<file path="src/rtl/spi_pkg.sv">
// Shared definitions for the SPI byte shifter: widths, state encoding,
// and the first-bit selection helper.
package spi_pkg;

    localparam int SPI_BYTE_W    = 8;
    localparam int SPI_BIT_CNT_W = 3;

    // Kept as plain constants so the encoding matches the legacy netlists.
    localparam logic [1:0] ST_IDLE   = 2'd0;
    localparam logic [1:0] ST_SCK_LO = 2'd1;
    localparam logic [1:0] ST_SCK_HI = 2'd2;
    localparam logic [1:0] ST_DONE   = 2'd3;

    // Bit that goes on the wire first for a given shift order.
    function automatic logic first_bit(input logic [SPI_BYTE_W-1:0] b, input logic msb_first);
        return msb_first ? b[SPI_BYTE_W-1] : b[0];
    endfunction

endpackage

</file>
<file path="src/rtl/spi_byte_shifter.sv">
// SPI mode-0 byte shifter. One SCK half-period per ena_2clk pulse, one byte
// per accepted spi_send. A single shift register carries TX data and, when
// the SPI_MISO_RX_EN macro is defined, collects the received MISO bits.
// Without SPI_MISO_RX_EN, miso is ignored and rx_data/rx_valid are tied low.
module spi_byte_shifter
    import spi_pkg::*;
#(
    parameter int MSB_FIRST = 1
) (
    input  logic       clk,
    input  logic       rst,
    input  logic       ena_2clk,
    input  logic       spi_send,
    input  logic [7:0] data_spi,
    input  logic       spi_ss_n,
    input  logic       miso,
    output logic       busy_spi,
    output logic       sclk,
    output logic       mosi,
    output logic [7:0] rx_data,
    output logic       rx_valid
);

    localparam logic MSB_SEL = (MSB_FIRST != 0);

    logic [1:0]               state;
    logic [SPI_BYTE_W-1:0]    shreg;
    logic [SPI_BYTE_W-1:0]    shreg_adv;
    logic [SPI_BIT_CNT_W-1:0] bit_cnt;
    logic                     mosi_q;
    logic                     shift_in;

`ifdef SPI_MISO_RX_EN
    logic                  rx_bit;
    logic [SPI_BYTE_W-1:0] rx_data_q;
    logic                  rx_valid_q;

    assign shift_in = rx_bit;
    assign rx_data  = rx_data_q;
    assign rx_valid = rx_valid_q;
`else
    logic unused_miso;

    assign unused_miso = miso;
    assign shift_in    = 1'b0;
    assign rx_data     = '0;
    assign rx_valid    = 1'b0;
`endif

    assign busy_spi = (state != ST_IDLE);
    assign sclk     = (state == ST_SCK_HI);
    assign mosi     = mosi_q;

    // Shift register one step ahead; the bit sampled on the rising edge
    // enters at the end opposite to the one being transmitted.
    always_comb begin
        shreg_adv = shreg;
        if (MSB_SEL) begin
            shreg_adv = {shreg[SPI_BYTE_W-2:0], shift_in};
        end else begin
            shreg_adv = {shift_in, shreg[SPI_BYTE_W-1:1]};
        end
    end

    // FSM, shift register, bit counter and MOSI register. mosi is
    // registered so it keeps the last bit while the final shift completes
    // the received byte.
    always_ff @(posedge clk) begin
        if (rst) begin
            state   <= ST_IDLE;
            shreg   <= '0;
            bit_cnt <= '0;
            mosi_q  <= 1'b0;
`ifdef SPI_MISO_RX_EN
            rx_bit     <= 1'b0;
            rx_data_q  <= '0;
            rx_valid_q <= 1'b0;
`endif
        end else begin
`ifdef SPI_MISO_RX_EN
            rx_valid_q <= 1'b0;
`endif
            case (state)
                ST_IDLE: begin
                    if (spi_send) begin
                        state   <= ST_SCK_LO;
                        shreg   <= data_spi;
                        bit_cnt <= '0;
                        mosi_q  <= first_bit(data_spi, MSB_SEL);
                    end
                end
                ST_SCK_LO: begin
                    if (spi_ss_n) begin
                        state   <= ST_IDLE;
                        bit_cnt <= '0;
                    end else if (ena_2clk) begin
                        state <= ST_SCK_HI;
`ifdef SPI_MISO_RX_EN
                        rx_bit <= miso;
`endif
                    end
                end
                ST_SCK_HI: begin
                    if (spi_ss_n) begin
                        state   <= ST_IDLE;
                        bit_cnt <= '0;
                    end else if (ena_2clk) begin
                        shreg <= shreg_adv;
                        if (bit_cnt == SPI_BIT_CNT_W'(SPI_BYTE_W - 1)) begin
                            state   <= ST_DONE;
                            bit_cnt <= '0;
`ifdef SPI_MISO_RX_EN
                            rx_data_q  <= shreg_adv;
                            rx_valid_q <= 1'b1;
`endif
                        end else begin
                            state   <= ST_SCK_LO;
                            bit_cnt <= bit_cnt + 1'b1;
                            mosi_q  <= first_bit(shreg_adv, MSB_SEL);
                        end
                    end
                end
                ST_DONE: begin
                    state <= ST_IDLE;
                end
                default: begin
                    state <= ST_IDLE;
                end
            endcase
        end
    end

endmodule

</file>
<file path="config.mk">
export PLATFORM = sky130hd
export DESIGN_NAME = spi_byte_shifter
export DESIGN_NICKNAME = d
export VERILOG_FILES = /design/src/rtl/spi_pkg.sv /design/src/rtl/spi_byte_shifter.sv
export SDC_FILE = /design/constraint.sdc
export NUM_CORES = 1
export LEC_CHECK = 0
export CAP_MARGIN = 5
export CORE_MARGIN = 2
export CORE_UTILIZATION = 45
export DETAILED_ROUTE_END_ITERATION = 10
export MAX_ROUTING_LAYER = met4
export PLACE_DENSITY = 0.78
export SLEW_MARGIN = 20
export SYNTH_ARGS = -nofsm -noshare
export SYNTH_HDL_FRONTEND = slang
export SYNTH_SLANG_ARGS = --single-unit
</file>
<file path="constraint.sdc">
create_clock -name clk -period 1.8 [get_ports clk]
set_input_delay 0.36 -clock clk [delete_from_list [all_inputs] [get_ports clk]]
set_output_delay 0.36 -clock clk [all_outputs]
set_load 0.01 [all_outputs]
</file>
# Word level (Yosys, flattened, before mapping)
# Cells that the tools add are included.
# totals
register_bits	13
latchBits	0
mem_bits_rw	0
mem_bits_ro	0
inputBits	14
out_inout_bits	12
wordCells	46
n_memories	0
# op_classes
n_addsub	1
multipliers	0
div	0
n_lt_le_gt_ge	0
n_eq_ne	11
shifts	0
muxes	22
bitwise	0
reduce_logical	8
# op_table
operator	count
7-bit 2-to-1 mux	3
3-bit 2-to-1 mux	5
7-bit one-hot mux with 2 select lines	1
2-bit 2-to-1 mux	6
2-bit != test (second input constant)	5
3-bit one-hot mux with 3 select lines	1
2-bit one-hot mux with 4 select lines	1
4-bit AND reduction	2
3-bit != test (second input constant)	2
5-bit AND reduction	1
2-bit equality test (second input constant)	2
1-bit 2-to-1 mux	4
2-bit nonzero test	2
3-bit by 1-bit adder with 3-bit output (second input constant)	1
3-bit equality test (second input constant)	1
3-bit AND reduction	1
3-bit nonzero test	1
2-bit by 1-bit equality test with 1-bit output (second input constant)	1
2-bit logical NOT	1
1-bit one-hot mux with 2 select lines	1

# Longest topological paths before layout
# Gate-level depths: netlist of the first run.
# depth
depth_word	5
ltp_mapped	5
depth_no_buf	5

# Worst setup path after synthesis of the first run
# Ideal clock, no wire load.
# synth_timing
path_type	register to register
from	reg bit_cnt[0]
to	reg mosi_q (netlist: mosi)
setup_time_ps	121
t_arrival_ps	1331
required_time_ps	1679
path_slack_ps	349
stages_incl_launch_ff	6
path_buffers	0
synth_period_minus_slack_ps	1451
cell_sequence	dfxtp_1 > ha_1 > ha_1 > nand4bb_1 > a21oi_1 > mux2_2
# synth_between
elab_chain_len	3
# synth_rtl
item	line_no	rtl
start: declaration	spi_byte_shifter.sv:29	logic [SPI_BIT_CNT_W-1:0] bit_cnt;
start signal: assignment	spi_byte_shifter.sv:118	bit_cnt <= bit_cnt + 1'b1;
3-bit equality test	spi_byte_shifter.sv:109	if (bit_cnt == SPI_BIT_CNT_W'(SPI_BYTE_W - 1)) begin
2-bit != test (no line)	n/a	
5-bit AND reduction (no line)	n/a	
end signal: assignment	spi_byte_shifter.sv:89	mosi_q <= first_bit(data_spi, MSB_SEL);
end signal: assignment	spi_byte_shifter.sv:119	mosi_q <= first_bit(shreg_adv, MSB_SEL);
end: declaration	spi_byte_shifter.sv:30	logic mosi_q;
# No other way between the ends.
# A chain may end at the register's enable or synchronous reset.

# Worst setup path in the final report of the first run
# layout_timing
from	in spi_ss_n
to	reg bit_cnt[2]
# layout_between
elab_chain_len	2
elab_cells_between_ends	5
classes_between	2 x eq/ne; 2 x mux; 1 x reduce/logical
# layout_rtl
item	line_no	rtl
start: declaration	spi_byte_shifter.sv:15	input logic spi_ss_n,
3-bit != test (no line), or another cell as far along	n/a	
4-bit AND reduction (no line) or 3-bit one-hot mux with 3 select lines (tied branches)	n/a	
# Several ways; a longest one is shown, not always the timed one.

==> impl_summary.log, run 1 <==
INFO  metric cts_num_sinks = 13
INFO  metric crit_path_frequent_cell = or3b_1
INFO  metric unrepaired_setup_endpoints_after_global_routing = false
INFO  metric clock_tree_from_tritoncts = done
INFO  metric grt_pass1_wl = 2615 um
INFO  metric max_cap_viol_count = 0
INFO  metric netlist-cell-type-count = 31
INFO  metric yosysTopAreaCellShare = 0.3190
INFO  metric drt_first_iter_violations = 4
INFO  metric globalRouteTotalUtil = 0.1744
INFO  metric timing.hold.worst.class = flip-flop to flip-flop
INFO  metric dr.pass1.iters = 4
INFO  metric routed_wirelength = 1564 um
INFO  metric post-route-min-period = 1631 ps
INFO  metric netlist_instances = 89
INFO  metric layout_cells_sized_above_1 = 0.1712
INFO  metric launch_point_of_the_worst_hold_path = bit_cnt[0]
INFO  metric ys.flop_type = dfxtp_1
INFO  metric synth.largest_area_cell = dfxtp_1
INFO  metric ys_seq_elements = 13
INFO  metric viasPerCell = 4.860
INFO  metric cts.path.max_buffers = 2
INFO  metric yosysWarningCount = 0
INFO  metric vdd.ir_drop.worst = 0.4960 mV
INFO  metric timing.critical_path.fanout_max = 7
INFO  metric synth_edf_count = 0
INFO  metric die_area = 2169 um2
INFO  metric end_kind = flip-flop
INFO  metric power = 0.6360 mW
INFO  metric clock.fmax = 613.2 MHz
INFO  metric crit_start = spi_ss_n
INFO  metric detailroute.via_count = 661
INFO  metric timing.final.crit_share = 0.9059
INFO  metric cts.repair_timing.setup_buffer_count = 0
INFO  metric grt_pass1_vias = 647
INFO  metric std_cell_rows = 15
INFO  metric floorplan.core_area = 1708 um2
INFO  metric setup_viol_count_final = 0
INFO  metric grt_start_max_net_pins = 15
INFO  metric timing_hold_violations_final = 0
INFO  metric place.port_buffers = 15
INFO  metric total_leakage_power = 0.4814 nW
INFO  metric cp.required = 2000 ps
INFO  metric clk_pin_slew = 80 ps
INFO  metric io-pin-count = 26
INFO  metric synth_area_per_cell = 9.166 um2
INFO  metric initial_util = 0.4777
INFO  metric drc_errors = 0
INFO  metric cells_taking_the_most_area_after_synthesis = dfxtp_1 (32%), mux2i_1 (11%), buf_4 (8.3%)
INFO  metric cp_data_arrival_time = 1830 ps
INFO  metric asyncSetResetFlopFracSynth = 0
INFO  metric timing.critical_path.cells = clkdlybuf4s50_1, or3b_1, or3b_1, mux2i_1
INFO  metric antenna_violations_before_repair = 0
INFO  metric tritoncts.num_buffers = 3
INFO  metric synthesis_to_layout_area_growth = 26.23%
INFO  metric synthesis.area = 815.8 um2
INFO  metric final_cell_area = 1030 um2
INFO  metric worst_r2r_startpoint = bit_cnt[0]
INFO  metric post_detailed_route_wirelength_per_cell = 11.50 um
INFO  metric ant_nets = 0
INFO  metric status = complete, no violations
INFO  metric crit_path_max_incr_delay = 510 ps
INFO  metric powerDensity = 617.6 nW/um2
INFO  metric dpl.hpwl = 1217 um
INFO  metric startpoint_type = input port
INFO  metric weighted_congestion_at_the_end_of_routability_driven_global_placement = 0.7052
INFO  metric layout.nets = 128
INFO  metric setup_total_negative_slack = 0 ps
INFO  metric n_antenna_cell = 0
INFO  metric drv_slew = 0
INFO  metric htree_levels = 1
INFO  metric synth.yosys.seq_area_share = 0.3190
INFO  metric gr-total-overflow = 0
INFO  metric ctsRootBufferMaster = clkbuf_4
INFO  metric insertion_delay = 270 ps
INFO  metric critical_path.slowest_cell = clkdlybuf4s50_1
INFO  metric fp.dieW = 46.58 um
INFO  metric timing.clock.skew = 1.517 ps
INFO  metric die-height = 46.58 um
INFO  metric dpl-instance-area = 1001 um2
INFO  metric fin_worst_hold_slack = 500.1 ps
INFO  metric critPathKind = input port to flip-flop
## worst paths after layout
path | cells past startpoint | to | slack (ps)
min reg2reg | 2 | bit_cnt[0] | 500
max | 4 | bit_cnt[2] | 170
max reg2reg | 5 | mosi | 220
min | 2 | bit_cnt[0] | 500
## cells in the final DEF (no fill, tap or decap), types with 2 or more instances in the layout
cell and count:
nor2_1 2, o21bai_1 2, nand2_1 2, buf_4 10, dfxtp_1 12, ha_1 2, clkdlybuf4s50_1 13, mux2i_1 9
nor2b_1 4, a211oi_1 6, clkbuf_4 3, a21oi_1 2, conb_1 9, nand2b_1 3, inv_1 4, or3b_1 2
nor3_1 8, mux2_2 2
## timing repair
item / in CTS / in global routing
gates cloned: 0 / 0
endpoints found under the setup margin: 2 / 1
hold buffers: 0 / 0
gates resized for setup: 2 / 1
## synthesized netlist by cell type, drive strengths merged (3+ instances only)
library cell / number
buf: 13
dfxtp: 13
mux2i: 9
nor3: 8
a211oi: 6
inv: 4
nor2b: 4
nand2b: 3
## cells by family (layout without fill, tap and decap cells)
| kind of cell | Yosys count | count (layout) | synth area share |
|---|---|---|---|
| and+or+nand+nor | 30 | 30 | 0.2378 |
| adders and majority gates | 2 | 2 | 0.03067 |
| DFF | 13 | 13 | 0.3190 |
| other | 1 | 9 | 0.004597 |
| AOI/OAI and AO/OA | 13 | 13 | 0.1273 |
| buffers and inverters | 19 | 33 | 0.1426 |
| muxes | 11 | 11 | 0.1380 |
## registers in the layout, summed over array words and instances (netlist names)
signal	cells
shreg	7
bit_cnt	3
state	2
mosi	1
## metrics by stage
step	setup slack (ps)	util	std cells
floorplan	348.5	-	97
global placement	-83.25	0.5861	132
detailed placement	-114.5	0.5861	132
CTS	17.25	0.6015	136
global route	101.8	0.6029	136
finish	169.3	0.6029	136
## cell type report
cell class / instances / area [um2]
well taps: 25 / 31.28
flip-flops and latches: 13 / 261.5
multi-input cells: 65 / 469.2
clock buffers: 4 / 26.28
repair buffers: 25 / 226.5
fillers: 163 / 678.2
inverters: 4 / 15.01
## worst max-delay path: cells and delay by family
kind          cells  cell delay, ps
mux               1             150
simple gates      2             810
buf+inv           1             510
## where the power goes
| group | internal (mW) | leakage, nW | switching, mW | total, mW |
|---|---|---|---|---|
| Combinational | 0.0783 | 0.359 | 0.0624 | 0.141 |
| Clock | 0.0858 | 0.0150 | 0.0949 | 0.181 |
| Sequential | 0.305 | 0.107 | 0.00991 | 0.315 |
## routing by layer
layer / share of wire / global-route usage
met5: 0 / -
met4: 0.0096 / 0.05143
met3: 0.036 / 0.04706
met2: 0.52 / 0.3111
met1: 0.43 / 0.1857
Power figures use the tool's default switching activity.
==> run 2: changes to the inputs <==
--- a/config.mk
+++ b/config.mk
@@ -5,6 +5,7 @@
 export SDC_FILE = /design/constraint.sdc
 export NUM_CORES = 1
 export LEC_CHECK = 0
+export ABC_AREA = 1
 export CAP_MARGIN = 5
 export CORE_MARGIN = 2
 export CORE_UTILIZATION = 45
==> run 2 against run 1 <==
Clock skew is 0.60 ps higher; sequential power up 7.3%; synthesized area up 2.8%; worst setup slack worse by 57 ps; hold slack worse by 17 ps; critical path type is now flip-flop to output pin; highest routed layer unchanged.
==> impl_summary.log, run 2 <==
INFO  metric vdd.ir_drop.worst = 0.3743 mV
INFO  metric power_frac_clock = 0.246
INFO  metric critical_path.slowest_cell = clkdlybuf4s50_1
INFO  metric synth_area_per_cell = 6.549 um2
INFO  metric grt_start_max_net_pins = 16
INFO  metric switchingPower = 0.2240 mW
INFO  metric fin_worst_hold_slack = 483.1 ps
INFO  metric post-route-min-period = 1688 ps
INFO  metric number_of_hold_buffers_added_after_cts = 0
INFO  metric ctsRootBufferMaster = clkbuf_4
INFO  metric critical-path-top-delay-family = buffers and inverters
INFO  metric power_switching_share = 0.3115
INFO  metric synth.largest_area_cell = dfxtp_1
INFO  metric drt_first_iter_violations = 10
INFO  metric post_detailed_route_wirelength_per_cell = 8.284 um
INFO  metric unrepaired_setup_endpoints_after_global_routing = false
INFO  metric fp.dieW = 47.16 um
INFO  metric timing.reg2reg.worst_path_depth = 6
INFO  metric synthesis.area = 838.3 um2
INFO  metric end_kind = output pin
INFO  metric drv_slew = 0
INFO  metric layout_cells_sized_above_1 = 0.1111
INFO  metric regArea = 265.3 um2
INFO  metric yosysWarningCount = 0
INFO  metric die-height = 47.16 um
INFO  metric synth.yosys.seq_area_share = 0.3104
INFO  metric cts.path.max_buffers = 2
INFO  metric crit_path_max_incr_delay = 530 ps
INFO  metric final.setup.worst_slack = 112.2 ps
INFO  metric ant_nets = 0
INFO  metric top_register = shreg
INFO  metric asyncSetResetFlopFracSynth = 0
INFO  metric synthesis_to_layout_area_growth = 18.51%
INFO  metric timing.final.crit_share = 0.9377
INFO  metric synth_top_cells_by_count = nand2_1 (35), nor2_1 (19), inv_1 (16), dfxtp_1 (13), buf_4 (10)
INFO  metric drc_errors = 0
INFO  metric pre_cts_slack = 134.3 ps
INFO  metric globalRouteTotalUtil = 0.1463
INFO  metric clock_tree_from_tritoncts = done
INFO  metric timing.critical_path.cells = inv_2, nand2_1, clkdlybuf4s50_1
INFO  metric most-common-layout-cells = nand2_1 (35), nor2_1 (19), inv_1 (16)
INFO  metric max_cap_viol_count = 0
INFO  metric setup_viol_count_final = 0
INFO  metric cts_num_sinks = 13
INFO  metric viasPerCell = 4.367
INFO  metric timing_hold_violations_final = 0
INFO  metric status = complete, no violations
INFO  metric seq_power_share = 0.470
INFO  metric cp_data_arrival_time = 1330 ps
INFO  metric post-place-cells = 165
INFO  metric cts.repair_timing.setup_buffer_count = 0
INFO  metric finish.utilization = 0.5692
INFO  metric dr.pass1.iters = 4
INFO  metric multiInputGateArea = 450.4 um2
INFO  metric grt_pass1_wl = 2201 um
INFO  metric place.port_buffers = 15
INFO  metric layout_commonest_cell = nand2_1
INFO  metric ys.flop_type = dfxtp_1
INFO  metric combPwrFrac = 0.283
INFO  metric layout.nets = 161
INFO  metric cp.required = 1440 ps
INFO  metric die_area = 2224 um2
INFO  metric setup_total_negative_slack = 0 ps
INFO  metric timing.critical_path.fanout_max = 5
INFO  metric powerDensity = 724.0 nW/um2
INFO  metric clock.fmax = 592.5 MHz
INFO  metric io-pin-count = 26
INFO  metric filler_cell_count = 165
INFO  metric critPathKind = flip-flop to output pin
INFO  metric floorplan.core_area = 1745 um2
INFO  metric timing.clock.skew = 2.116 ps
INFO  metric total_leakage_power = 0.5009 nW
INFO  metric largest_reg_flops = 7
INFO  metric insertion_delay = 270 ps
INFO  metric final_cell_count_no_fill = 169
INFO  metric worstSetupPathDepth = 3
INFO  metric detailroute.via_count = 738
INFO  metric tritoncts.num_buffers = 3
INFO  metric p_int = 0.4952 mW
INFO  metric antenna_violations_before_repair = 0
INFO  metric synth_edf_count = 0
INFO  metric startpoint_type = flip-flop
INFO  metric netlist-cell-type-count = 22
INFO  metric largestRegisters = shreg x7, bit_cnt x3, state x2
INFO  metric cells_taking_the_most_area_after_synthesis = dfxtp_1 (31%), nand2_1 (16%), buf_4 (9.0%)
INFO  metric std_cell_rows = 15
INFO  metric yosysTopAreaCellShare = 0.3104
INFO  metric timing.hold.worst.class = flip-flop to flip-flop
INFO  metric dpl-instance-area = 963.4 um2
INFO  metric initial_util = 0.4803
INFO  metric ys_seq_elements = 13
INFO  metric yosysMostFrequentCell = nand2_1
INFO  metric gr-total-overflow = 0
INFO  metric grt_pass1_vias = 575
INFO  metric netlist_instances = 128
INFO  metric htree_levels = 1
INFO  metric timing.reg2reg.setup_slack = 580 ps
INFO  metric cp.buffers_inverters = 2
INFO  metric routed_wirelength = 1400 um
INFO  metric clk_pin_slew = 70 ps
INFO  metric final_cell_area = 993.5 um2
INFO  metric power = 0.7192 mW
INFO  metric dpl.hpwl = 1065 um
INFO  metric weighted_congestion_at_the_end_of_routability_driven_global_placement = 0.8613
INFO  metric n_antenna_cell = 0
INFO  metric timing.hold.worst_path_depth = 2
run 2: worst paths after layout:
check                   from  endpoint
setup / recovery    state[1]  busy_spi
hold reg to reg     shreg[0]  shreg[0]
hold / removal      shreg[0]  shreg[0]
setup reg to reg  bit_cnt[0]      mosi
run 2: final cells by class:
cell class                 instances  share of cell area
multi-input combinational         93              0.4534
inverter                          19             0.07179
tap                               25             0.03149
timing repair buffer              15              0.1499
clock buffer                       4             0.02645
sequential                        13              0.2670
run 2: cell families after synthesis:
| family | count (synthesis) | synth area share |
|---|---|---|
| compound gates | 17 | 0.1060 |
| fa+ha+maj | 2 | 0.02985 |
| flops | 13 | 0.3104 |
| other cells | 1 | 0.004473 |
| simple gates | 65 | 0.3612 |
| buf+inv | 30 | 0.1881 |
run 2: layer usage:
layer	share of wire	wire, um	vias to the layer above	track usage
met5	0	0	-	-
met4	0.0057	8	0	0.08333
met3	0.038	53	2	0.03462
met2	0.50	696	15	0.2329
met1	0.46	641	317	0.1667
li1	-	-	404	-
run 2: power groups by stage:
stage               Clock (mW)  Combinational (mW)  Sequential, mW
floorplan                    0               0.165           0.342
global placement             0               0.200           0.343
detailed placement           0               0.203           0.345
CTS                      0.188               0.205           0.339
global route             0.200               0.234           0.342
finish                   0.177               0.204           0.338
run 2: repair_timing:
action                     4_1_cts  5_1_grt
gates resized for setup          3        1
pin swaps                        0        0
setup endpoints to repair        2        1
run 2: worst reg2reg max path, stage by stage, from the launching register on:
cell and delay (ps):
dfxtp_1 320, ha_1 190, ha_1 210, a21oi_1 150
nand3_1 110, nor2_1 100, nor2_1 50
==> run 3: changes to the inputs <==
==> constraint.sdc (replaced) <==
create_clock -name clk -period 1.6 [get_ports clk]
set_input_delay 0.32 -clock clk [delete_from_list [all_inputs] [get_ports clk]]
set_output_delay 0.32 -clock clk [all_outputs]
set_load 0.01 [all_outputs]
==> run 3 against run 2 <==
Cell count grew 3.0%; combinational power grew 19%; clock-buffer cell count is the same; via count grew 2.0%; hold slack lost 11 ps; wire length grew 12%; non-clock buffer count grew 5; first-iteration DRC count shrank 50%; critical endpoint is now mosi; largest cell class unchanged.
==> impl_summary.log, run 3 (synthesized netlist as in run 2, its figures left out) <==
INFO  metric largestRegisters = shreg x7, bit_cnt x3, state x2
INFO  metric n_antenna_cell = 0
INFO  metric setup_total_negative_slack = 0 ps
INFO  metric viasPerCell = 4.328
INFO  metric power = 0.8344 mW
INFO  metric cp.required = 1280 ps
INFO  metric end_kind = output pin
INFO  metric total_leakage_power = 0.5275 nW
INFO  metric tritoncts.num_buffers = 3
INFO  metric dr.pass1.iters = 4
INFO  metric critical-path-top-delay-family = buffers and inverters
INFO  metric critical_path.slowest_cell = clkdlybuf4s50_1
INFO  metric clock_tree_from_tritoncts = done
INFO  metric layout_cells_sized_above_1 = 0.1409
INFO  metric std_cell_rows = 15
INFO  metric die-height = 47.16 um
INFO  metric pre_cts_slack = -66.17 ps
INFO  metric dpl-instance-area = 1001 um2
INFO  metric finish.utilization = 0.5885
INFO  metric final_cell_area = 1027 um2
INFO  metric detailroute.via_count = 753
INFO  metric post-route-min-period = 1462 ps
INFO  metric worstSetupPathDepth = 1
INFO  metric timing.hold.worst_path_depth = 2
INFO  metric grt_pass1_wl = 2442 um
INFO  metric powerDensity = 812.3 nW/um2
INFO  metric drc_errors = 0
INFO  metric critPathKind = flip-flop to output pin
INFO  metric timing.clock.skew = 1.958 ps
INFO  metric gr-total-overflow = 0
INFO  metric grt_start_max_net_pins = 16
INFO  metric largest_reg_flops = 7
INFO  metric grt_pass1_vias = 626
INFO  metric top_register = shreg
INFO  metric post_detailed_route_wirelength_per_cell = 8.994 um
INFO  metric ant_nets = 0
INFO  metric place.port_buffers = 15
INFO  metric cp.buffers_inverters = 1
INFO  metric cp_data_arrival_time = 1140 ps
INFO  metric timing.critical_path.cells = clkdlybuf4s50_1
INFO  metric insertion_delay = 280 ps
INFO  metric cts.repair_timing.setup_buffer_count = 0
INFO  metric max_cap_viol_count = 0
INFO  metric clk_pin_slew = 80 ps
INFO  metric routed_wirelength = 1565 um
INFO  metric final.setup.worst_slack = 138.0 ps
INFO  metric drt_first_iter_violations = 5
INFO  metric antenna_violations_before_repair = 0
INFO  metric fin_worst_hold_slack = 472.1 ps
INFO  metric cts_num_sinks = 13
INFO  metric die_area = 2224 um2
INFO  metric timing.critical_path.fanout_max = 2
INFO  metric timing.final.crit_share = 0.9138
INFO  metric resized_cells_post_cts = 4
INFO  metric layout.nets = 166
INFO  metric dpl.hpwl = 1236 um
INFO  metric timing.reg2reg.worst_path_depth = 7
INFO  metric timing.hold.worst.class = flip-flop to flip-flop
INFO  metric layout_commonest_cell = nand2_1
INFO  metric cts.path.max_buffers = 2
INFO  metric globalRouteTotalUtil = 0.1653
INFO  metric setup_viol_count_final = 0
INFO  metric post-place-cells = 170
INFO  metric io-pin-count = 26
INFO  metric vdd.ir_drop.worst = 0.4741 mV
INFO  metric htree_levels = 1
INFO  metric startpoint_type = flip-flop
INFO  metric ctsRootBufferMaster = clkbuf_4
INFO  metric drv_slew = 0
INFO  metric initial_util = 0.4803
INFO  metric number_of_hold_buffers_added_after_cts = 0
INFO  metric fp.dieW = 47.16 um
INFO  metric unrepaired_setup_endpoints_after_global_routing = false
INFO  metric weighted_congestion_at_the_end_of_routability_driven_global_placement = 0.8711
INFO  metric final_cell_count_no_fill = 174
INFO  metric synthesis_to_layout_area_growth = 22.54%
INFO  metric floorplan.core_area = 1745 um2
INFO  metric crit_path_max_incr_delay = 530 ps
INFO  metric timing_hold_violations_final = 0
INFO  metric clock.fmax = 684.0 MHz
INFO  metric most-common-layout-cells = nand2_1 (35), nor2_1 (19), inv_1 (16)
INFO  metric status = complete, no violations
run 3: cell types whose count changed in the layout (fill, tap and decap cells not counted), sizes merged:
cell / delta
buf: +5
clkdlybuf4s50: -1
dlygate4sd2: +1
run 3: area by class of cell:
type                            instances  area [um2]
Sequential cell                        13       262.8
Tap cell                               25       31.28
Clock buffer                            4       26.28
Multi-Input combinational cell         93       450.4
Inverter                               19       71.32
Fill cell                             184       718.2
Timing Repair Buffer                   20       185.2
run 3: report_power, final:
part | switching [mW] | total, mW | internal, mW
clock | 0.114 | 0.211 | 0.0970
sequential | 0.0186 | 0.380 | 0.361
combinational | 0.135 | 0.243 | 0.108
run 3: per-layer routing:
layer,up-vias,global-route usage,share of wire
li1,413,-,-
met1,319,0.1702,0.43
met2,18,0.3014,0.50
met3,3,0.02308,0.050
met4,0,0.08333,0.020
met5,-,-,0
run 3: final timing paths:
check	startpoint	to	slack (ps)
max	mosi	mosi	140
min	shreg[0]	shreg[0]	470
max reg2reg	state[1]	shreg[4]	330
min reg2reg	shreg[0]	shreg[0]	470
